File: src/rtl/nrf_spi_pkg.sv
// nrf_spi_pkg: shared SPI engine types and nRF24 constants (FSM states, NOP byte, commands, payload limit)
package nrf_spi_pkg;
  typedef enum logic [2:0] {S_IDLE, S_SETUP, S_CMD, S_DATA, S_WAIT, S_END} state_t;
  localparam logic [7:0] NOP = 8'hFF;
  localparam logic [7:0] R_REGISTER = 8'h00;
  localparam logic [7:0] R_RX_PAYLOAD = 8'h61;
  localparam int MAX_LEN_DEF = 32;
endpackage

File: src/rtl/spi_rx_if.sv
// spi_rx_if: control, handshake and SPI pin bundle of the nRF24 read engine
//   master: engine side (spi_rx); slave: controller/radio side
//   start_rx/cmd_in/len_in: transaction request; rx_data/rx_valid/rx_ready: byte stream out
//   sck/mosi_rx/csn_rx/miso_rx: SPI pins; busy/done_rx/status_out: transaction status
interface spi_rx_if #(parameter int LEN_W = 6);
  logic start_rx;
  logic [7:0] cmd_in;
  logic [LEN_W-1:0] len_in;
  logic miso_rx;
  logic rx_ready;
  logic sck;
  logic mosi_rx;
  logic csn_rx;
  logic [7:0] rx_data;
  logic rx_valid;
  logic busy;
  logic done_rx;
  logic [7:0] status_out;
  modport master (
    input start_rx, cmd_in, len_in, miso_rx, rx_ready,
    output sck, mosi_rx, csn_rx, rx_data, rx_valid, busy, done_rx, status_out
  );
  modport slave (
    output start_rx, cmd_in, len_in, miso_rx, rx_ready,
    input sck, mosi_rx, csn_rx, rx_data, rx_valid, busy, done_rx, status_out
  );
endinterface

File: src/rtl/spi_sck_gen.sv
// spi_sck_gen: half-period counter producing SCK toggle strobes
//   clk_10/rst_n: clock, sync active-low reset; en: count half-periods; tgl: allow SCK edges
//   sck: current SCK level; tick: half-period ends; rise/fall: SCK goes high/low this cycle
module spi_sck_gen #(
  parameter int CLK_DIV = 2
) (
  input logic clk_10,
  input logic rst_n,
  input logic en,
  input logic tgl,
  input logic sck,
  output logic tick,
  output logic rise,
  output logic fall
);
  localparam int CW = CLK_DIV > 1 ? $clog2(CLK_DIV) : 1;
  logic [CW-1:0] cnt;
  assign tick = en && cnt == CW'(CLK_DIV - 1);
  assign rise = tick && tgl && !sck;
  assign fall = tick && tgl && sck;
  always_ff @(posedge clk_10)
    if (!rst_n || !en || tick) cnt <= '0;
    else cnt <= cnt + CW'(1);
endmodule

File: src/rtl/spi_rx.sv
// spi_rx: SPI mode-0 read engine for the nRF24L01 (command byte out, len_in payload bytes in)
//   clk_10/rst_n: clock, sync active-low reset; bus: spi_rx_if.master (request, SPI pins, byte stream)
//   SPI_RX_STATUS_EN: when defined, the byte clocked in during the command phase is held on status_out
module spi_rx
  import nrf_spi_pkg::*;
#(
  parameter int CLK_DIV = 2,
  parameter int MAX_LEN = MAX_LEN_DEF,
  parameter int LEN_W = 6
) (
  input logic clk_10,
  input logic rst_n,
  spi_rx_if.master bus
);
  state_t state, next;
  logic tick, rise, fall, en, tgl, byte_end, free;
  logic sck_q, csn_q, done_q, valid_q;
  logic [2:0] bit_cnt;
  logic [LEN_W-1:0] bytes, len_c;
  logic [7:0] tx_sr, sh, data_q;
  assign en = state inside {S_SETUP, S_CMD, S_DATA, S_END};
  assign tgl = state inside {S_CMD, S_DATA};
  assign byte_end = fall && bit_cnt == 3'd7;
  // output register can take a new byte now, or is being emptied this cycle
  assign free = !valid_q || bus.rx_ready;
  assign len_c = bus.len_in > LEN_W'(MAX_LEN) ? LEN_W'(MAX_LEN) : bus.len_in;
  spi_sck_gen #(.CLK_DIV(CLK_DIV)) u_sck (
    .clk_10(clk_10),
    .rst_n(rst_n),
    .en(en),
    .tgl(tgl),
    .sck(sck_q),
    .tick(tick),
    .rise(rise),
    .fall(fall)
  );
  always_ff @(posedge clk_10)
    if (!rst_n) state <= S_IDLE;
    else state <= next;
  // a data byte loads the output register, so the next byte always waits for its handshake
  always_comb begin
    next = state;
    case (state)
      S_IDLE: next = bus.start_rx ? S_SETUP : S_IDLE;
      S_SETUP: next = tick ? S_CMD : S_SETUP;
      S_CMD: next = !byte_end ? S_CMD : bytes == '0 ? S_END : free ? S_DATA : S_WAIT;
      S_DATA: next = !byte_end ? S_DATA : bytes == LEN_W'(1) ? S_END : S_WAIT;
      S_WAIT: next = valid_q && bus.rx_ready ? S_DATA : S_WAIT;
      S_END: next = tick ? S_IDLE : S_END;
      default: next = S_IDLE;
    endcase
  end
  always_ff @(posedge clk_10) begin
    if (!rst_n) begin
      sck_q <= 1'b0;
      csn_q <= 1'b1;
      done_q <= 1'b0;
      valid_q <= 1'b0;
      data_q <= '0;
      tx_sr <= '0;
      sh <= '0;
      bit_cnt <= '0;
      bytes <= '0;
    end else begin
      done_q <= state == S_END && tick;
      if (state == S_END && tick) csn_q <= 1'b1;
      if (state == S_IDLE && bus.start_rx) begin
        csn_q <= 1'b0;
        tx_sr <= bus.cmd_in;
        bytes <= len_c;
      end
      if (rise) begin
        sck_q <= 1'b1;
        sh <= {sh[6:0], bus.miso_rx};
      end
      if (fall) begin
        sck_q <= 1'b0;
        bit_cnt <= bit_cnt + 3'd1;
        tx_sr <= {tx_sr[6:0], 1'b1};
      end
      if (state == S_CMD && byte_end) tx_sr <= NOP;
      if (state == S_DATA && byte_end) begin
        data_q <= sh;
        valid_q <= 1'b1;
        bytes <= bytes - LEN_W'(1);
      end else if (valid_q && bus.rx_ready) valid_q <= 1'b0;
    end
  end
`ifdef SPI_RX_STATUS_EN
  logic [7:0] status_q;
  always_ff @(posedge clk_10)
    if (!rst_n) status_q <= '0;
    else if (state == S_CMD && byte_end) status_q <= sh;
  assign bus.status_out = status_q;
`else
  assign bus.status_out = 8'h00;
`endif
  assign bus.sck = sck_q;
  assign bus.mosi_rx = tx_sr[7];
  assign bus.csn_rx = csn_q;
  assign bus.busy = ~csn_q;
  assign bus.done_rx = done_q;
  assign bus.rx_valid = valid_q;
  assign bus.rx_data = data_q;
endmodule
File: src/flat_wrapper.sv
// flat-port wrapper written by rule: the top's interface ports become plain ports
module spi_rx_flat import nrf_spi_pkg::*;
#(
  parameter int CLK_DIV = 2,
  parameter int MAX_LEN = MAX_LEN_DEF,
  parameter int LEN_W = 6
)
  (clk_10, rst_n, bus_start_rx, bus_cmd_in, bus_len_in, bus_miso_rx, bus_rx_ready, bus_sck, bus_mosi_rx, bus_csn_rx, bus_rx_data, bus_rx_valid, bus_busy, bus_done_rx, bus_status_out);
  spi_rx_if #(.LEN_W(LEN_W)) bus_i ();
  input logic clk_10;
  input logic rst_n;
  input wire logic [$bits(bus_i.start_rx)-1:0] bus_start_rx;
  input wire logic [$bits(bus_i.cmd_in)-1:0] bus_cmd_in;
  input wire logic [$bits(bus_i.len_in)-1:0] bus_len_in;
  input wire logic [$bits(bus_i.miso_rx)-1:0] bus_miso_rx;
  input wire logic [$bits(bus_i.rx_ready)-1:0] bus_rx_ready;
  output wire logic [$bits(bus_i.sck)-1:0] bus_sck;
  output wire logic [$bits(bus_i.mosi_rx)-1:0] bus_mosi_rx;
  output wire logic [$bits(bus_i.csn_rx)-1:0] bus_csn_rx;
  output wire logic [$bits(bus_i.rx_data)-1:0] bus_rx_data;
  output wire logic [$bits(bus_i.rx_valid)-1:0] bus_rx_valid;
  output wire logic [$bits(bus_i.busy)-1:0] bus_busy;
  output wire logic [$bits(bus_i.done_rx)-1:0] bus_done_rx;
  output wire logic [$bits(bus_i.status_out)-1:0] bus_status_out;
  assign bus_i.start_rx = bus_start_rx;
  assign bus_i.cmd_in = bus_cmd_in;
  assign bus_i.len_in = bus_len_in;
  assign bus_i.miso_rx = bus_miso_rx;
  assign bus_i.rx_ready = bus_rx_ready;
  assign bus_sck = bus_i.sck;
  assign bus_mosi_rx = bus_i.mosi_rx;
  assign bus_csn_rx = bus_i.csn_rx;
  assign bus_rx_data = bus_i.rx_data;
  assign bus_rx_valid = bus_i.rx_valid;
  assign bus_busy = bus_i.busy;
  assign bus_done_rx = bus_i.done_rx;
  assign bus_status_out = bus_i.status_out;
  spi_rx #(.CLK_DIV(CLK_DIV), .MAX_LEN(MAX_LEN), .LEN_W(LEN_W)) u_core (.clk_10(clk_10), .rst_n(rst_n), .bus(bus_i));
endmodule
File: config.mk
export PLATFORM = sky130hd
export DESIGN_NAME = spi_rx_flat
export DESIGN_NICKNAME = d
export VERILOG_FILES = /design/src/rtl/nrf_spi_pkg.sv /design/src/rtl/spi_rx_if.sv /design/src/rtl/spi_sck_gen.sv /design/src/rtl/spi_rx.sv /design/src/flat_wrapper.sv
export SDC_FILE = /design/constraint.sdc
export NUM_CORES = 1
export LEC_CHECK = 0
export ABC_AREA = 1
export CORE_MARGIN = 10
export CORE_UTILIZATION = 45
export DETAILED_ROUTE_END_ITERATION = 16
export PLACE_DENSITY_LB_ADDON = 0.3
export SLEW_MARGIN = 20
export SYNTH_ARGS = -nofsm -noshare
export SYNTH_HDL_FRONTEND = slang
export SYNTH_SLANG_ARGS = --single-unit
export TNS_END_PERCENT = 5
File: constraint.sdc
create_clock -name clk_10 -period 1.3 [get_ports clk_10]
set_input_delay 0.26 -clock clk_10 [delete_from_list [all_inputs] [get_ports clk_10]]
set_output_delay 0.26 -clock clk_10 [all_outputs]
set_load 0.01 [all_outputs]
==> results of run 1 <==
## power breakdown
part / total, mW / switching, mW / internal [mW]
registers: 1.34 / 0.0377 / 1.30
clock network: 0.886 / 0.499 / 0.388
logic: 0.425 / 0.224 / 0.201
## final timing paths
| kind | to | start | cells past startpoint |
|---|---|---|---|
| max | u_core.bytes[1]$_SDFFE_PN0P_ | u_core.bit_cnt[0]$_SDFFE_PN0N_ | 8 |
| min | u_core.bytes[5]$_SDFFE_PN0P_ | u_core.bytes[5]$_SDFFE_PN0P_ | 2 |
| max reg2reg | u_core.bytes[1]$_SDFFE_PN0P_ | u_core.bit_cnt[0]$_SDFFE_PN0N_ | 8 |
| min reg2reg | u_core.bytes[5]$_SDFFE_PN0P_ | u_core.bytes[5]$_SDFFE_PN0P_ | 2 |
## through the flow
step           std cells  utilization
2_1_floorplan        288            -
3_3_place_gp         384        0.588
3_5_place_dp         384        0.588
4_1_cts              392        0.611
5_1_grt              396        0.645
6_report             396        0.645
## cell usage in the layout, fill, tap and decap left out, types with 2 or more instances in the layout
cell type / instances
nand2_2: 4
dfxtp_2: 6
nor2_2: 3
conb_1: 8
nand3_4: 3
nand2_4: 4
nand3_2: 3
o21bai_1: 4
o21ai_0: 15
xor2_1: 2
a21oi_2: 3
nand3_1: 11
dfxtp_1: 33
inv_2: 4
dlygate4sd2_1: 14
clkdlybuf4s50_1: 18
buf_6: 3
clkinv_4: 2
nor2_4: 3
inv_1: 19
ha_1: 3
nor3_2: 2
clkbuf_8: 5
dfxtp_4: 2
nand2_1: 48
ha_4: 2
a21oi_1: 9
nor3_1: 2
nor2_1: 55
o21ai_2: 8
buf_4: 28
o21ai_1: 7
## cells by family (layout without fill, tap and decap cells)
kind of cell	Yosys count	count (layout)	synth area share
adder cells (fa/ha/maj)	5	5	0.0306
other	1	8	0.00184
AND/OR/NAND/NOR	140	141	0.317
XOR/XNOR	3	3	0.0129
AO/OA/AOI/OAI	50	50	0.137
flip-flops	41	41	0.402
buffers and inverters	41	96	0.0980
## registers in the layout, summed over array words and instances (netlist names)
register	cells
u_core.bit_cnt	3
u_core.bus.csn_rx	1
u_core.bus.done_rx	1
u_core.bus.rx_data	8
u_core.bus.rx_valid	1
u_core.bus.sck	1
u_core.bytes	6
u_core.sh	8
u_core.state	3
u_core.tx_sr	8
u_core.u_sck.cnt	1
## what timing repair did
| action | 4_1_cts | 5_1_grt |
|---|---|---|
| resized for setup | 20 | 34 |
| pin swaps | 1 | 12 |
| setup buffers | 0 | 3 |
| setup endpoints to repair | 39 | 29 |
| endpoints found under the hold margin | 0 | 0 |
| gates cloned | 0 | 1 |
## cell type report
class	count	area [sq um]	area share
Multi-Input combinational cell	207	1180	0.419
Sequential cell	41	836	0.296
Clock buffer	5	68.8	0.0243
Timing Repair Buffer	63	547	0.193
Tap cell	52	65.1	0.0230
Clock inverter	3	25.0	0.00885
Inverter	25	101	0.0359
## metal layers
layer	routed length, microns	global-route usage	up-vias
li1	-	-	1012
met1	2140	0.149	876
met2	2420	0.212	42
met3	346	0.0515	9
met4	93	0.0507	0
met5	0	0	-
## critical path: cells and delay by family (launching register included)
kind	cells	cell delay (ns)
adders and majority gates	2	0.30
buffers and inverters	2	0.22
DFF	1	0.37
and+or+nand+nor	4	0.32
## cell usage after synthesis, drive strengths merged, types with 2 or more instances
library cell  count
ha                5
nand3            16
o21ai            30
nand2            56
dfxtp            41
xor2              2
inv              25
buf              12
nor2             61
nor3              5
o21bai            5
a21oi            12
clkbuf            4
==> impl_metrics.tcl, run 1 <==
set metrics [dict create \
    synthArstFlopShare 0 \
    wirelength_microns 5000 \
    ys_ff_latch 41 \
    maxSlewViolCount 0 \
    ctsHoldBuffers 0 \
    peakVddDrop_mv 0.502 \
    clockBufferDepth 2 \
    drive_above_1_share 0.265 \
    hold_viol_final 0 \
    place_area_sq_mm 0.00258 \
    min_period_over_period 1.02 \
    die_h_microns 87.4 \
    start_util 0.466 \
    worstPathCellList "ha_4 -> ha_4 -> inv_4 -> nor3_4 -> buf_6 -> nand2_2 -> nand2_2 -> nor3_2" \
    gp_congestion 0.856 \
    drcViolationCount 0 \
    p_leak_nw 1.31 \
    fp-row-count 24 \
    io_pins 41 \
    fin_nets 367 \
    rsz0062_at_grt "yes" \
    crit_path_max_incr_delay_ns 0.37 \
    first_iter_violations 90 \
    yosysSeqAreaShare 0.402 \
    cts_tree "yes" \
    max_freq_mhz 754 \
    preCtsSetupSlack_ns -0.255 \
    ys.flop_type "dfxtp_1" \
    arrival_ns 1.52 \
    grt_pass1_vias 1797 \
    drtAntennaViolNets 0 \
    num_vias 1939 \
    min_path_type "register to register" \
    synth_top_cell_area_share 0.402 \
    drt-pass1-iter-count 4 \
    grt_overflow_total 0 \
    antenna_found_initial 0 \
    cp_slowest_cell "dfxtp_4" \
    layout_setup_ws_ns -0.0270 \
    cts_buffers 5 \
    clk_latency_ns 0.31 \
    hold_ws_ns 0.481 \
    power.total_mw 2.65 \
    ys_top_cells_by_area "dfxtp_1 (40%), nor2_1 (10%), nand2_1 (9.7%), o21ai_0 (3.9%), buf_4 (3.7%)" \
    r2r_slack_ns -0.03 \
    coreArea_sq_mm 0.00438 \
    cts_num_sinks 41 \
    dieArea_sq_mm 0.00763 \
    synth_warnings 0 \
    antenna_cells 0 \
    io_buffers 32 \
    avgSynthCellArea_sq_um 7.27 \
    power_per_cell_area_mw_per_mm2 938 \
    clkTransAtPathRegs_ns 0.08 \
    routedWlPerCell_microns 12.6 \
    netlist_instances 281 \
    worst_setup_path_end_kind "register" \
    grt_pass1_wl_microns 8100 \
    viasPerCell 4.90 \
    synth_cell_types 33 \
    h-tree-depth 2 \
    violations "negative setup slack" \
    maxCapViolCount 0 \
    crit_path_start_kind "register" \
    cts_root_buffer "clkbuf_8" \
    design_area_sq_mm 0.00283 \
    nFillCells 388 \
    cp.required_ns 1.49 \
    hpwlAfterDp_microns 3610 \
    path_max_fanout 5 \
    run_status "finished with violations" \
    synth_largest_area_cell "dfxtp_1" \
    synth-edff-count 0 \
    crit_type "register to register" \
    grt_max_degree 16 \
    tns_ns -0.0674 \
    netlist_area_sq_mm 0.00204 \
    finalSetupViolations 3 \
    syn_to_final_growth_pct 38.4 \
    die_w_microns 87.4 \
    post-route-min-period_ns 1.33 \
    skew_ns 0.00788 \
    grt.total_usage 0.130 \
]
Note: power is estimated with default switching activity, not from simulation.
==> run 2: changes to the inputs <==
- SLEW_MARGIN: 20 -> unset
==> results of run 2 <==
Final layout, timing and power as in run 1 (identical DEF).
==> run 3: changes to the inputs <==
- CORE_UTILIZATION: 45 -> 46
- PLACE_DENSITY: unset -> 0.74
- PLACE_DENSITY_LB_ADDON: 0.3 -> unset
==> impl_metrics.tcl, run 3 (synthesis gave the netlist of run 1 again) <==
set metrics [dict create \
    drtAntennaViolNets 0 \
    final_common_cell "nor2_1" \
    power.total_mw 2.61 \
    crit_path_start_kind "register" \
    drt-pass1-iter-count 4 \
    io_pins 41 \
    drt-met1-wl_microns 2050 \
    die_h_microns 86.6 \
    worst_setup_path_end_kind "register" \
    seqCellArea_sq_um 838 \
    finalSetupViolations 0 \
    fin_nets 362 \
    wl_met2_microns 2230 \
    path_max_fanout 5 \
    run_status "complete, no violations" \
    p_leak_nw 1.30 \
    drive_above_1_share 0.233 \
    cts_tree "yes" \
    dieArea_sq_mm 0.00750 \
    reg2reg_depth 8 \
    grt_max_degree 18 \
    layout_common_cells "nor2_1 (56), nand2_1 (52), dfxtp_1 (33)" \
    gp_congestion 0.823 \
    antenna_found_initial 0 \
    grt.total_usage 0.125 \
    maxSlewViolCount 0 \
    num_vias 1892 \
    multi_input_comb_area_sq_mm 0.00115 \
    max_freq_mhz 772 \
    h-tree-depth 2 \
    fin_util 0.642 \
    min_period_over_period 0.997 \
    cts_num_sinks 41 \
    arrival_ns 1.49 \
    peakVddDrop_mv 0.522 \
    routedWlPerCell_microns 12.0 \
    syn_to_final_growth_pct 35.9 \
    min_path_type "register to register" \
    clkTransAtPathRegs_ns 0.08 \
    cp.required_ns 1.49 \
    nFillCells 395 \
    ctsHoldBuffers 0 \
    coreArea_sq_mm 0.00432 \
    highest_layer "met4" \
    design_area_sq_mm 0.00278 \
    clk_latency_ns 0.30 \
    grt_pass1_wl_microns 7700 \
    drcViolationCount 0 \
    clockBufferDepth 2 \
    preCtsSetupSlack_ns -0.219 \
    cts_buffers 5 \
    layout_setup_ws_ns 0.00428 \
    cts_root_buffer "clkbuf_8" \
    io_buffers 32 \
    rsz0062_at_grt "yes" \
    crit_type "register to register" \
    skew_ns 0.00593 \
    place_area_sq_mm 0.00255 \
    fp-row-count 24 \
    tns_ns 0 \
    wirelength_microns 4700 \
    die_w_microns 86.6 \
    post-route-min-period_ns 1.30 \
    grt_pass1_vias 1780 \
    grt_overflow_total 0 \
    power_per_cell_area_mw_per_mm2 940 \
    first_iter_violations 91 \
    met3WireLength_microns 291 \
    maxCapViolCount 0 \
    antenna_cells 0 \
    start_util 0.472 \
    hpwlAfterDp_microns 3590 \
    viasPerCell 4.84 \
    min_path_cells 2 \
    hold_viol_final 0 \
]
-- run 3: layout make-up --
type                            instances  share of cell area
Clock buffer                            5              0.0248
Sequential cell                        41               0.302
Tap cell                               52              0.0234
Inverter                               25              0.0365
Multi-Input combinational cell        206               0.413
Clock inverter                          3             0.00766
Timing Repair Buffer                   59               0.193
-- run 3: final timing paths --
check                                 start                      endpoint  slack [ns]
max          u_core.bit_cnt[0]$_SDFFE_PN0N_  u_core.bytes[3]$_SDFFE_PN0P_       0.004
min            u_core.bytes[5]$_SDFFE_PN0P_  u_core.bytes[5]$_SDFFE_PN0P_        0.47
max reg2reg  u_core.bit_cnt[0]$_SDFFE_PN0N_  u_core.bytes[3]$_SDFFE_PN0P_       0.004
min reg2reg    u_core.bytes[5]$_SDFFE_PN0P_  u_core.bytes[5]$_SDFFE_PN0P_        0.47
-- run 3: power by group --
part | switching [mW] | leakage [nW] | internal [mW]
Combinational | 0.218 | 0.921 | 0.197
Sequential | 0.0364 | 0.338 | 1.30
Clock | 0.475 | 0.0445 | 0.381
Total | 0.729 | 1.30 | 1.88
-- run 3: repair_timing --
item	CTS	global route
pin swaps	1	9
resized for setup	20	24
hold endpoints to repair	0	0
endpoints found under the setup margin	37	33
setup buffers	0	3
-- run 3: worst max-delay path, stage by stage (launching register included) --
cell and delay, ns:
dfxtp_4 0.37, ha_4 0.14, ha_4 0.16, inv_4 0.05, nor3_4 0.14, buf_6 0.14
nand2_1 0.06, nand3_1 0.07, a21oi_1 0.06
-- run 3: through the flow --
step                cells  hold slack [ns]
floorplan             288            0.395
global placement      380            0.457
detailed placement    380            0.463
CTS                   388            0.472
global route          391            0.494
finish                391            0.471
-- run 3: metal layers --
metal,global-route usage,vias to the layer above
met5,0,-
met4,0.0619,0
met3,0.0375,9
met2,0.204,53
met1,0.144,833
li1,-,997
